## src/rtl/complex_div_pkg.sv

```systemverilog
// rtl/complex_div_pkg.sv - shared types and widths for the sequential complex divider
package complex_div_pkg;

  typedef enum logic [2:0] {IDLE, PREP, DIV, FIX, DONE} state_t;

  localparam int OPW  = 8;
  localparam int OUTW = 16;
  localparam int NUMW = 17;
  localparam int DENW = 16;

  localparam logic signed [OUTW-1:0] Q_MAX = 16'sh7FFF;
  localparam logic signed [OUTW-1:0] Q_MIN = 16'sh8000;

endpackage

```

## src/rtl/serial_udiv.sv

```systemverilog
// rtl/serial_udiv.sv - unsigned restoring divider, one quotient bit per step
module serial_udiv #(
  parameter int W  = 23,
  parameter int DW = 16
) (
  input  logic          clk,
  input  logic          rst,
  input  logic          i_load,
  input  logic          i_step,
  input  logic [W-1:0]  i_dividend,
  input  logic [DW-1:0] i_divisor,
  output logic [W-1:0]  o_quot,
  output logic [DW-1:0] o_rem
);

  logic [W-1:0]  r_q;
  logic [DW-1:0] r_r;
  logic [DW:0]   w_sh;
  logic [DW-1:0] w_diff;
  logic          w_ge;

  // Partial remainder stays below the divisor, so DW bits hold it between steps.
  assign w_sh   = {r_r, r_q[W-1]};
  assign w_ge   = (w_sh >= {1'b0, i_divisor});
  assign w_diff = w_sh[DW-1:0] - i_divisor;

  always_ff @(posedge clk or posedge rst) begin
    if (rst) begin
      r_q <= '0;
      r_r <= '0;
    end else if (i_load) begin
      r_q <= i_dividend;
      r_r <= '0;
    end else if (i_step) begin
      r_q <= {r_q[W-2:0], w_ge};
      r_r <= w_ge ? w_diff : w_sh[DW-1:0];
    end
  end

  assign o_quot = r_q;
  assign o_rem  = r_r;

endmodule

```

## src/rtl/complex_divider.sv

```systemverilog
// rtl/complex_divider.sv - sequential fixed-point complex divider q = n*conj(d)/|d|^2
// Optional: define COMPLEX_DIV_ROUND_EN to round half away from zero instead of truncating.
module complex_divider
  import complex_div_pkg::*;
#(
  parameter int FRAC_BITS = 7
) (
  input  logic                   clk,
  input  logic                   rst,
  input  logic                   in_valid,
  output logic                   in_ready,
  input  logic signed [OPW-1:0]  n_real,
  input  logic signed [OPW-1:0]  n_imag,
  input  logic signed [OPW-1:0]  d_real,
  input  logic signed [OPW-1:0]  d_imag,
  output logic                   out_valid,
  input  logic                   out_ready,
  output logic signed [OUTW-1:0] q_real,
  output logic signed [OUTW-1:0] q_imag,
  output logic                   div_by_zero,
  output logic                   saturated
);

  localparam int ITER = 16 + FRAC_BITS;
  localparam int CNTW = $clog2(ITER);
  localparam logic [ITER:0] MAG_POS_MAX = (ITER+1)'(32767);
  localparam logic [ITER:0] MAG_NEG_MAX = (ITER+1)'(32768);

  state_t                 r_state;
  logic signed [OPW-1:0]  r_nr, r_ni, r_dr, r_di;
  logic [DENW-1:0]        r_den;
  logic                   r_neg_re, r_neg_im;
  logic [CNTW-1:0]        r_cnt;
  logic                   r_in_ready, r_out_valid, r_dbz, r_sat;
  logic signed [OUTW-1:0] r_q_re, r_q_im;

  logic signed [NUMW-1:0] w_num_re, w_num_im;
  logic [NUMW-1:0]        w_mag_re, w_mag_im;
  logic [DENW-1:0]        w_den;
  logic [ITER-1:0]        w_dvd_re, w_dvd_im, w_quot_re, w_quot_im;
  logic [DENW-1:0]        w_rem_re, w_rem_im;
  logic                   w_rnd_re, w_rnd_im, w_load, w_step;
  logic [ITER:0]          w_mfin_re, w_mfin_im;
  logic [OUTW:0]          w_res_re, w_res_im;

  function automatic logic [OUTW:0] apply_sign(input logic neg, input logic [ITER:0] mag);
    logic [OUTW-1:0] m16;
    if (!neg && mag > MAG_POS_MAX) return {1'b1, Q_MAX};
    if (neg && mag > MAG_NEG_MAX) return {1'b1, Q_MIN};
    m16 = mag[OUTW-1:0];
    return {1'b0, neg ? -m16 : m16};
  endfunction

  // n*conj(d): real = nr*dr + ni*di, imag = ni*dr - nr*di
  assign w_num_re = NUMW'(r_nr) * NUMW'(r_dr) + NUMW'(r_ni) * NUMW'(r_di);
  assign w_num_im = NUMW'(r_ni) * NUMW'(r_dr) - NUMW'(r_nr) * NUMW'(r_di);
  assign w_den    = DENW'(NUMW'(r_dr) * NUMW'(r_dr) + NUMW'(r_di) * NUMW'(r_di));
  assign w_mag_re = w_num_re[NUMW-1] ? -w_num_re : w_num_re;
  assign w_mag_im = w_num_im[NUMW-1] ? -w_num_im : w_num_im;
  assign w_dvd_re = ITER'(w_mag_re) << FRAC_BITS;
  assign w_dvd_im = ITER'(w_mag_im) << FRAC_BITS;
  assign w_load   = (r_state == PREP) && (w_den != '0);
  assign w_step   = (r_state == DIV);

  serial_udiv #(.W(ITER), .DW(DENW)) u_div_re (
    .clk(clk), .rst(rst), .i_load(w_load), .i_step(w_step),
    .i_dividend(w_dvd_re), .i_divisor(r_den), .o_quot(w_quot_re), .o_rem(w_rem_re)
  );

  serial_udiv #(.W(ITER), .DW(DENW)) u_div_im (
    .clk(clk), .rst(rst), .i_load(w_load), .i_step(w_step),
    .i_dividend(w_dvd_im), .i_divisor(r_den), .o_quot(w_quot_im), .o_rem(w_rem_im)
  );

`ifdef COMPLEX_DIV_ROUND_EN
  assign w_rnd_re = ({w_rem_re, 1'b0} >= {1'b0, r_den});
  assign w_rnd_im = ({w_rem_im, 1'b0} >= {1'b0, r_den});
`else
  logic w_unused_rem;
  assign w_unused_rem = ^{w_rem_re, w_rem_im};
  assign w_rnd_re     = 1'b0;
  assign w_rnd_im     = 1'b0;
`endif

  assign w_mfin_re = {1'b0, w_quot_re} + (ITER+1)'(w_rnd_re);
  assign w_mfin_im = {1'b0, w_quot_im} + (ITER+1)'(w_rnd_im);
  assign w_res_re  = apply_sign(r_neg_re, w_mfin_re);
  assign w_res_im  = apply_sign(r_neg_im, w_mfin_im);

  always_ff @(posedge clk or posedge rst) begin
    if (rst) begin
      r_state     <= IDLE;
      r_in_ready  <= 1'b1;
      r_out_valid <= 1'b0;
      r_q_re      <= '0;
      r_q_im      <= '0;
      r_dbz       <= 1'b0;
      r_sat       <= 1'b0;
      r_cnt       <= '0;
      r_nr        <= '0;
      r_ni        <= '0;
      r_dr        <= '0;
      r_di        <= '0;
      r_den       <= '0;
      r_neg_re    <= 1'b0;
      r_neg_im    <= 1'b0;
    end else begin
      case (r_state)
        IDLE: if (in_valid) begin
          r_nr       <= n_real;
          r_ni       <= n_imag;
          r_dr       <= d_real;
          r_di       <= d_imag;
          r_in_ready <= 1'b0;
          r_state    <= PREP;
        end
        PREP: begin
          r_den    <= w_den;
          r_neg_re <= w_num_re[NUMW-1];
          r_neg_im <= w_num_im[NUMW-1];
          r_cnt    <= '0;
          r_state  <= (w_den == '0) ? FIX : DIV;
        end
        DIV: begin
          r_cnt <= r_cnt + 1'b1;
          if (r_cnt == CNTW'(ITER - 1)) r_state <= FIX;
        end
        FIX: begin
          if (r_den == '0) begin
            r_q_re <= '0;
            r_q_im <= '0;
            r_dbz  <= 1'b1;
            r_sat  <= 1'b0;
          end else begin
            r_q_re <= w_res_re[OUTW-1:0];
            r_q_im <= w_res_im[OUTW-1:0];
            r_dbz  <= 1'b0;
            r_sat  <= w_res_re[OUTW] | w_res_im[OUTW];
          end
          r_out_valid <= 1'b1;
          r_state     <= DONE;
        end
        DONE: if (out_ready) begin
          r_out_valid <= 1'b0;
          r_in_ready  <= 1'b1;
          r_state     <= IDLE;
        end
        default: r_state <= IDLE;
      endcase
    end
  end

  assign in_ready    = r_in_ready;
  assign out_valid   = r_out_valid;
  assign q_real      = r_q_re;
  assign q_imag      = r_q_im;
  assign div_by_zero = r_dbz;
  assign saturated   = r_sat;

endmodule

```

## config.mk

```make
export PLATFORM = sky130hd
export DESIGN_NAME = complex_divider
export DESIGN_NICKNAME = d
export VERILOG_FILES = /design/src/rtl/complex_div_pkg.sv /design/src/rtl/serial_udiv.sv /design/src/rtl/complex_divider.sv
export SDC_FILE = /design/constraint.sdc
export NUM_CORES = 2
export LEC_CHECK = 0
export CAP_MARGIN = 20
export CORE_UTILIZATION = 33
export DETAILED_ROUTE_END_ITERATION = 8
export GPL_TIMING_DRIVEN = 0
export PLACE_DENSITY = 0.58
export REMOVE_ABC_BUFFERS = 1
export SLEW_MARGIN = 10
export SYNTH_ARGS = -nofsm -noshare
export SYNTH_HDL_FRONTEND = slang
export SYNTH_SLANG_ARGS = --single-unit
```

## constraint.sdc

```tcl
create_clock -name clk -period 12.8 [get_ports clk]
set_clock_uncertainty 0.05 [all_clocks]
set_input_delay 2.56 -clock clk [delete_from_list [all_inputs] [get_ports clk]]
set_output_delay 2.56 -clock clk [all_outputs]
set_load 0.05 [all_outputs]
```

==> summary.md <==
| Metric | Value |
|---|---|
| Placed inst area | about 27,000 um^2 |
| CORE AREA | around 76,000 um^2 |
| R2R setup slack | ~4 ns |
| Synth warn | 0 |
| Vias in the first global route | 18,489 |
| Rows | 101 |
| Worst Hold End | saturated |
| Initial cell density of the core | approximately a third |
| Area share of the largest cell type after synthesis | 31.5% |
| Drt pass-1 iters | 5 |
| Final nets | approximately 3,400 |
| Antenna Cells | 0 |
| Flops & latches, synth | ~170 |
| Largest buffer count on any clock path | 2 |
| # IOs | around 70 |
| CTS tree | done |
| Hold-critical path depth | 2 |
| Final Hold Viols | 0 |
| WS Path Type | register to register |
| Die area | ~78,000 um^2 |
| CP Launch Type | register |
| Post-layout instance area | roughly 28,000 um^2 |
| RSZ-0062 raised after global routing | no |
| Register area share after synthesis | between 10% and 20% |
| Worst path cell trace | inv_1 -> nor2_1 -> inv_1 -> fa_1 -> fa_1 -> fa_1 -> fa_1 -> fa_1 -> fa_1 -> inv_1 -> ha_1 -> o21ai_1 -> o21bai_1 -> a2111oi_4 -> o31a_1 -> xnor2_1 -> nor4_2 -> a31oi_4 -> buf_8 -> buf_16 -> buf_16 -> buf_12 -> nor2_2 -> a221o_1 |
| # hold bufs at CTS | 0 |
| PnR worst setup slack | just over 4 ns |
| Synth cell count leaders | inv_1 (503), fa_1 (397), nand2_1 (241) |
| Total clock buffers created by CTS | 17 |
| Final slew viol count | 0 |
| Number of flops mapped to enable cells by yosys | 0 |
| Number of port buffers | between 70 and 80 |
| Area grow syn2layout | 10.2% |
| Top delay family on crit path | adder cells |
| Share of cells above drive strength 1 | approximately 4.3% |
| Slowest cell on the critical path | dfrtp_1 |
| GR Overflow Total | 0 |
| Die Ht | 278 um |
| CTS resizes | 0 |
| Min-delay src | saturated |
| Yosys cell types | 66 |
| Reg2reg start | r_dr[7] |
| DP Worst Slack | 4.03 ns |
| Drt via density | roughly 4.8 |
| Synth top area cells | fa_1 (32%), dfrtp_1 (17%), ha_1 (10%) |
| Global-route wire length before repair | 98.5 mm |
| RR Endpoint | u_div_re.o_quot[20] |
| H-tree levels | 4 |
| Final Cycle Share | 67.9% |
| Max-Cap Viols | 0 |
| Async S/R FF share, synth | 100% |
| Buf/Inv on CP | 7 |
| Dpl hpwl | ~44 mm |
| Worst EP required | ~13 ns |
| Post-Syn Area per Cell | slightly above 9 um^2 |
| Cells on worst reg2reg path | 24 |
| Non-Filler Instances | 3,715 |
| Slew margin rel. | 26.3% |
| Setup Buffers After CTS | 0 |
| HP Class | register to register |
| Final setup violation count | 0 |
| Synthesized cell area | 25,200 um^2 |
| Status | finished clean |
| Root buffer cell | clkbuf_16 |
| Fmax | between 100 and 150 MHz |
| WL final | ~57 mm |
| Initial DRC count | around 1,100 |
| Most frequent cell after synthesis | inv_1 |
| Post-synth top area cell | fa_1 |
| Synth Flop Type | dfrtp_1 |
| Die width | between 200 and 300 um |
| Worst EP arrival | just over 9 ns |
| Final worst path period need | about 8.7 ns |
| DP Cell Count | approximately 3,700 |
| Post-Synthesis Cells | roughly 2,700 |
| Worst-Skew Late Latency | roughly 0.5 ns |
| # DRC | 0 |
| Pin count of the biggest net entering global routing | 93 |
| Routed Antenna Nets | 0 |
| Wire per inst | about 15 um |
| Worst setup EP type | register |
| Vias | 17,990 |
| Worst-margin pin slew | about 1.1 ns |
| Final Wtd Congestion | about 0.8 |
| Critical path's largest stage delay | approximately 0.82 ns |
| Initial antenna violation count | 1 |
| Most frequent cell on the critical path | fa_1 |
| CTS clk-pin slew, worst paths | approximately 0.070 ns |
| Clock sink total | 172 |
| Critical Path Fanout Max | 31 |
| Tot GR Track Use | around 16% |
==> kinds of logic (layout without fill, tap and decap cells) <==
kind of cell / Yosys count / count (layout) / synth area share [%]
adder cells (fa/ha/maj): 599 / 599 / 41.5
XOR/XNOR: 141 / 141 / 4.90
multiplexers: 50 / 50 / 2.16
AO/OA/AOI/OAI: 405 / 405 / 10.3
AND/OR/NAND/NOR: 744 / 744 / 14.7
flip-flops: 172 / 172 / 17.1
buffers and inverters: 618 / 626 / 9.30
==> through the flow <==
| step | setup TNS [ns] | util [%] | hold WS [ns] |
|---|---|---|---|
| 2_1_floorplan | 0 | - | 0.407 |
| 3_3_place_gp | -104.07 | 35.2 | 0.414 |
| 3_5_place_dp | 0 | 35.6 | 0.420 |
| 4_1_cts | 0 | 36.5 | 0.438 |
| 5_1_grt | 0 | 36.7 | 0.454 |
| 6_report | 0 | 36.7 | 0.431 |
==> final cells by class <==
type                    instances  area [um^2]
clock inverters                14          224
inverters                     503         1900
fillers                      7796        48000
well taps                     978         1220
multi-input cells            1939        18600
clock buffers                  17          425
repair buffers                 92         1100
flip-flops and latches        172         4310
==> placed cells by master, fill, tap and decap left out, types with 23 or more instances in the layout <==
| master | synthesis | routed |
|---|---|---|
| inv_1 | 503 | 502 |
| fa_1 | 397 | 397 |
| nand2_1 | 241 | 240 |
| ha_1 | 202 | 202 |
| and2_1 | 181 | 181 |
| dfrtp_1 | 171 | 171 |
| nor2_1 | 124 | 123 |
| a21oi_1 | 97 | 97 |
| o21ai_0 | 96 | 95 |
| xnor2_1 | 89 | 88 |
| clkdlybuf4s50_1 | 0 | 71 |
| xor2_1 | 52 | 52 |
| nor3_1 | 38 | 36 |
| mux2_2 | 35 | 35 |
| a211oi_1 | 30 | 30 |
| nor2b_1 | 30 | 30 |
| nand2b_1 | 29 | 28 |
| a21o_1 | 26 | 26 |
| nand3_1 | 23 | 23 |
==> tightest hold or removal path, cell delays in order, from the launching register on <==
cell	delay, ns
dfrtp_1	0.34
nand2_1	0.05
o21ai_0	0.06
==> layer usage <==
layer  vias to the layer above  part of all wire [%]  GRT usage [%]
met3                        34                   4.0           2.11
met4                         0                   1.2           3.59
met1                      8960                    51           23.8
met5                         -                     0              0
li1                       8673                     -              -
met2                       323                    43           24.0
==> state kept, by name, indices dropped and copies added (netlist names), 3 cells and up <==
| signal | flops |
|---|---|
| u_div_im.o_quot | 23 |
| u_div_re.o_quot | 23 |
| q_imag | 16 |
| q_real | 16 |
| r_den | 16 |
| u_div_im.o_rem | 16 |
| u_div_re.o_rem | 16 |
| r_di | 8 |
| r_dr | 8 |
| r_ni | 8 |
| r_nr | 8 |
| r_cnt | 5 |
| r_state | 3 |
==> how the worst max path moves through the flow <==
stage | depth (start not counted) | slack (ns) | start | end
finish | 24 | 4.11 | r_dr[7] | u_div_re.o_quot[20]
floorplan | 20 | 2.29 | r_dr[4] | u_div_re.o_quot[13]
CTS | 24 | 4.05 | r_dr[7] | u_div_re.o_quot[20]
global route | 24 | 3.49 | r_dr[7] | u_div_re.o_quot[21]
global placement | 19 | -2.49 | r_dr[7] | u_div_re.o_quot[20]
detailed placement | 24 | 4.03 | r_dr[7] | u_div_re.o_quot[20]
Power is not shown: default switching activity piles up to over one toggle a cycle in this logic, so the estimate is an artifact.
